[config.mk]
export PLATFORM = sky130hd
export DESIGN_NAME = irq_sb_ctrl
export DESIGN_NICKNAME = d
export VERILOG_FILES = /design/src/rtl/irq_sb_ctrl.sv
export SDC_FILE = /design/constraint.sdc
export NUM_CORES = 1
export LEC_CHECK = 0
export ABC_CLOCK_PERIOD_IN_PS = 2700
export CELL_PAD_IN_SITES_DETAIL_PLACEMENT = 2
export CELL_PAD_IN_SITES_GLOBAL_PLACEMENT = 2
export CORE_MARGIN = 5
export CORE_UTILIZATION = 23
export DETAILED_ROUTE_END_ITERATION = 10
export PLACE_DENSITY = 0.88
export SLEW_MARGIN = 20
export SYNTH_ARGS = -nofsm -noshare
export SYNTH_HDL_FRONTEND = slang
export SYNTH_SLANG_ARGS = --single-unit
[constraint.sdc]
create_clock -name clk_i -period 2.7 [get_ports clk_i]
set_clock_uncertainty 0.15 [all_clocks]
set_input_delay 0.81 -clock clk_i [delete_from_list [all_inputs] [get_ports clk_i]]
set_output_delay 0.81 -clock clk_i [all_outputs]
set_load 0.005 [all_outputs]
[src/rtl/irq_sb_ctrl.sv]
// irq_sb_ctrl: bus-mapped interrupt controller with a single-service FSM (IDLE/SERVICE/ACK).
// Define IRQ_ROUND_ROBIN_EN for round-robin arbitration; otherwise the lowest masked index wins.
module irq_sb_ctrl (
   input  logic        clk_i,
   input  logic        rst,
   input  logic [31:0] addr_i,
   input  logic        req_i,
   input  logic        write_enable_i,
   input  logic [31:0] write_data_i,
   output logic [31:0] read_data_o,
   input  logic [15:0] irq_req_i,
   output logic [15:0] irq_ret_o,
   output logic        cpu_irq_o,
   output logic [3:0]  cpu_irq_id_o,
   input  logic        cpu_irq_ret_i
);
   typedef enum logic [1:0] {IDLE, SERVICE, ACK} state_t;
   state_t      state_q, state_d;
   logic [15:0] mask_q, mask_d;
   logic [3:0]  id_q, id_d;
   logic        cpu_irq_q, cpu_irq_d;
   logic [15:0] irq_ret_q, irq_ret_d;
   logic [31:0] rdata_q, rdata_d;
   logic [15:0] masked;
   logic [3:0]  base, win;
   logic        busy, soft_rst, mask_we, rd_en;
`ifdef IRQ_ROUND_ROBIN_EN
   logic [3:0]  ptr_q, ptr_d;
   assign base = ptr_q;
`else
   assign base = 4'd0;
`endif
   assign masked   = irq_req_i & mask_q;
   assign busy     = state_q != IDLE;
   assign soft_rst = req_i & write_enable_i & (addr_i == 32'h24) & (write_data_i == 32'h1);
   assign mask_we  = req_i & write_enable_i & (addr_i == 32'h0);
   assign rd_en    = req_i & ~write_enable_i & (addr_i == 32'h0 | addr_i == 32'h4 | addr_i == 32'h8);
   // pick the first masked request at or above base, wrapping 15 -> 0
   always_comb begin
      win = 4'd0;
      for (int i = 15; i >= 0; i--)
         if (masked[base + 4'(i)]) win = base + 4'(i);
   end
   // next-state, register-file and output computation
   always_comb begin
      state_d   = state_q;
      mask_d    = mask_we ? write_data_i[15:0] : mask_q;
      id_d      = id_q;
      cpu_irq_d = cpu_irq_q;
      irq_ret_d = 16'd0;
      rdata_d   = !rd_en ? rdata_q :
                  addr_i == 32'h0 ? {16'd0, mask_q} :
                  addr_i == 32'h4 ? {16'd0, masked} : {27'd0, busy, id_q};
`ifdef IRQ_ROUND_ROBIN_EN
      ptr_d     = ptr_q;
`endif
      case (state_q)
         IDLE: if (|masked) begin
            state_d   = SERVICE;
            id_d      = win;
            cpu_irq_d = 1'b1;
         end
         SERVICE: if (cpu_irq_ret_i) begin
            state_d   = ACK;
            cpu_irq_d = 1'b0;
            irq_ret_d = 16'd1 << id_q;
         end
         ACK: begin
            state_d = IDLE;
`ifdef IRQ_ROUND_ROBIN_EN
            ptr_d   = id_q + 4'd1;
`endif
         end
         default: state_d = IDLE;
      endcase
   end
   // all state, cleared by bus soft reset as well as rst
   always_ff @(posedge clk_i) begin
      if (rst | soft_rst) begin
         state_q   <= IDLE;
         mask_q    <= 16'd0;
         id_q      <= 4'd0;
         cpu_irq_q <= 1'b0;
         irq_ret_q <= 16'd0;
         rdata_q   <= 32'd0;
`ifdef IRQ_ROUND_ROBIN_EN
         ptr_q     <= 4'd0;
`endif
      end else begin
         state_q   <= state_d;
         mask_q    <= mask_d;
         id_q      <= id_d;
         cpu_irq_q <= cpu_irq_d;
         irq_ret_q <= irq_ret_d;
         rdata_q   <= rdata_d;
`ifdef IRQ_ROUND_ROBIN_EN
         ptr_q     <= ptr_d;
`endif
      end
   end
   assign read_data_o  = rdata_q;
   assign irq_ret_o    = irq_ret_q;
   assign cpu_irq_o    = cpu_irq_q;
   assign cpu_irq_id_o = id_q;
endmodule

==> flow_summary.yaml, run 1 <==
logic_synthesis:
  ys_ff_latch: 55
  synth-seq-area-share_pct: 37.6
  netlist.top_cell.by_area: "dfxtp_1"
  synth_edf_count: 0
  avgSynthCellArea_um2: 9.23
  yosys_warnings: 0
  syn_inst: 317
  yosysTopAreaCellShare_pct: 37.6
  synth.distinct_cells: 48
  netlist_area_mm2: 0.00293
  synth_area_leaders: "dfxtp_1 (38%), mux2i_1 (5.5%), nor4_4 (5.1%)"
  synthArstFlopShare_pct: 0
  synth_top_flop_cell: "dfxtp_1"
global_routing:
  grt-ovfl-total: 0
  grt_usage_pct: 16.7
  grt_pass1_vias: 3609
  grt_max_degree: 22
  antenna_found_initial: 0
  grt_pass1_wl_um: 19700
floorplan:
  die-height_um: 123
  row_count: 41
  dieArea_mm2: 0.0151
  ioPinCount: 138
  fp.dieW_um: 123
  coreArea_mm2: 0.0126
  start_util_pct: 23.3
final_layout:
  multi_input_area_mm2: 0.00179
  final_common_cell: "clkdlybuf4s50_1"
  areaGrowthSynthToFinish_pct: 70.8
  n_antenna_cell: 0
  fill_cells: 1341
  register_area_mm2: 0.00110
  layout.nets: 565
  drive_above_1_share_pct: 21.4
  design_area_mm2: 0.00500
  final_cell_mix: "clkdlybuf4s50_1 (120), dfxtp_1 (55), buf_4 (44)"
drt:
  wire_per_inst_um: 20.6
  first_pass_iters: 6
  wl_met2_um: 7470
  drt-met1-wl_um: 5280
  top_layer: "met4"
  vias_per_cell: 4.87
  final_antenna_net_count: 0
  drcViolationCount: 0
  drt_iter0_drc: 135
  dr_wl_met3_um: 523
  wirelength_um: 13400
  via_count: 3180
place:
  gp_congestion: 0.870
  postPlaceCellArea_mm2: 0.00460
  place_ws_ps: -375
  io_buffers: 121
  dp_hpwl_um: 9950
power:
  p_int_mw: 1.43
  seq_power_share_pct: 43.8
  comb_power_share_pct: 13.6
  ir_worst_vdd_mv: 0.235
  netSwitchingPower_uw: 416
  p_sw_share_pct: 22.5
  p_total_mw: 1.85
  p_leak_nw: 1.73
  pwr-share-clk_pct: 42.5
  cellPowerDensity_mw_per_mm2: 370
worst_setup_path:
  worst_ep_required_time_ps: 2750
  slowest_delay_ps: 640
  end_kind: "register"
  crit_slowest_cell: "clkdlybuf4s50_1"
  cp_max_fo: 9
  startpoint_type: "input port"
  cp_cell_sequence: "clkdlybuf4s50_1, nand3b_1, nor4_2, buf_4, a211o_4, buf_12, nor3_1"
  critPathArrivalTime_ps: 2690
  path_buf_inv: 3
  worstSetupPathType: "input port to register"
  crit_family: "buffers and inverters"
sta:
  tns_ps: 0
  setup_viol: 0
  finalHoldViolations: 0
  fmax_mhz: 379
  period_needed_ps: 2640
  drv_slew: 0
  layout_setup_ws_ps: 63.1
  layout_worst_path_cycle_share_pct: 97.7
clocking:
  cts.sinks: 55
  cts_tree: "yes"
  numCtsBuffers: 5
  clock-root-buffer: "clkbuf_16"
  h-tree-depth: 2
  cts_hold_buf: 0
  clock_latency_ps: 300
  path_clk_slew_ps: 70
  cts.path.max_buffers: 2
job:
  cap_viol_max_count: 0
hold_path:
  hold_path.class: "register to register"
status:
  status: "completed"
stage by stage:
stage | hold slack (ps) | util, % | instances
2_1_floorplan | 303 | - | 332
3_3_place_gp | 302 | 36.6 | 641
3_5_place_dp | 318 | 36.6 | 641
4_1_cts | 331 | 38.5 | 650
5_1_grt | 354 | 39.8 | 653
6_report | 332 | 39.8 | 653
final timing paths:
path             startpoint         endpoint  slack, ps  cells past startpoint
max               addr_i[3]     irq_ret_o[7]         60                      7
min          read_data_o[8]   read_data_o[8]        330                      2
max reg2reg      mask_q[14]  cpu_irq_id_o[0]        740                      6
min reg2reg  read_data_o[8]   read_data_o[8]        330                      2
registers in the layout (all words and copies together) (netlist names):
register	flops
cpu_irq_o	1
mask_q	16
read_data_o	16
cpu_irq_id_o	4
irq_ret_o	16
state_q	2
worst register-to-register path: stages (launching register included):
cell	delay (ps)
dfxtp_1	370
a22o_1	250
nand3b_1	280
o41ai_4	360
buf_4	190
a31oi_1	50
a211oi_1	230
synth_stat cells (2+ instances only):
| cell type | number |
|---|---|
| nor4_4 | 7 |
| nand3_1 | 9 |
| nand4b_1 | 12 |
| a22oi_1 | 3 |
| or3_1 | 2 |
| nand3b_1 | 3 |
| nor4b_1 | 4 |
| nor3_4 | 2 |
| nor2_1 | 13 |
| nand4_1 | 5 |
| o21ai_0 | 3 |
| nor3_1 | 11 |
| buf_1 | 4 |
| a22o_1 | 3 |
| nand3_2 | 2 |
| buf_2 | 7 |
| mux2i_1 | 16 |
| o211ai_1 | 5 |
| and4_1 | 2 |
| nor2_2 | 10 |
| a31oi_1 | 7 |
| nand2b_1 | 20 |
| dfxtp_1 | 55 |
| clkbuf_1 | 3 |
| nand2_1 | 22 |
| nor4_1 | 16 |
| a211o_1 | 2 |
| buf_4 | 19 |
| a21boi_0 | 4 |
| a21oi_1 | 28 |
cell type report:
class / count / area share [%]
multi-input combinational: 242 / 35.8
timing repair buffer: 175 / 34.3
sequential: 55 / 22.0
tap: 172 / 4.30
clock buffer: 6 / 2.78
clock inverter: 2 / 0.776
inverter: 1 / 0.0751
power by group through the flow:
stage	registers, mW	clock network [mW]	logic [mW]
6_report	0.810	0.786	0.252
5_1_grt	0.810	0.825	0.265
4_1_cts	0.810	0.792	0.245
3_5_place_dp	0.829	0	0.234
3_3_place_gp	0.829	0	0.225
2_1_floorplan	0.829	0	0.0556
logic make-up (layout without fill, tap and decap cells):
logic type | Yosys count | after routing | synth area share [%]
AND/OR/NAND/NOR | 146 | 146 | 34.4
other | 1 | 16 | 0.128
flip-flops | 55 | 55 | 37.6
AO/OA/AOI/OAI | 64 | 64 | 14.6
multiplexers | 16 | 16 | 5.47
buffers and inverters | 35 | 184 | 7.78
metal layers:
metal	global-route usage [%]	vias up
met4	3.92	0
li1	-	1473
met5	0	-
met1	19.3	1603
met2	31.6	88
met3	2.76	16
timing repair:
item,CTS,global route
cloned,1,2
pin swaps,3,5
setup endpoints to repair,48,55
buffers inserted,0,1
resized for setup,5,23
No activity file was read; power rests on OpenSTA's default activity.
==> run 2: changes to the inputs <==
Settings changed: ABC_CLOCK_PERIOD_IN_PS 2700 to not set.
==> results of run 2 <==
The final DEF is identical to that of run 1; final timing and power are the same.
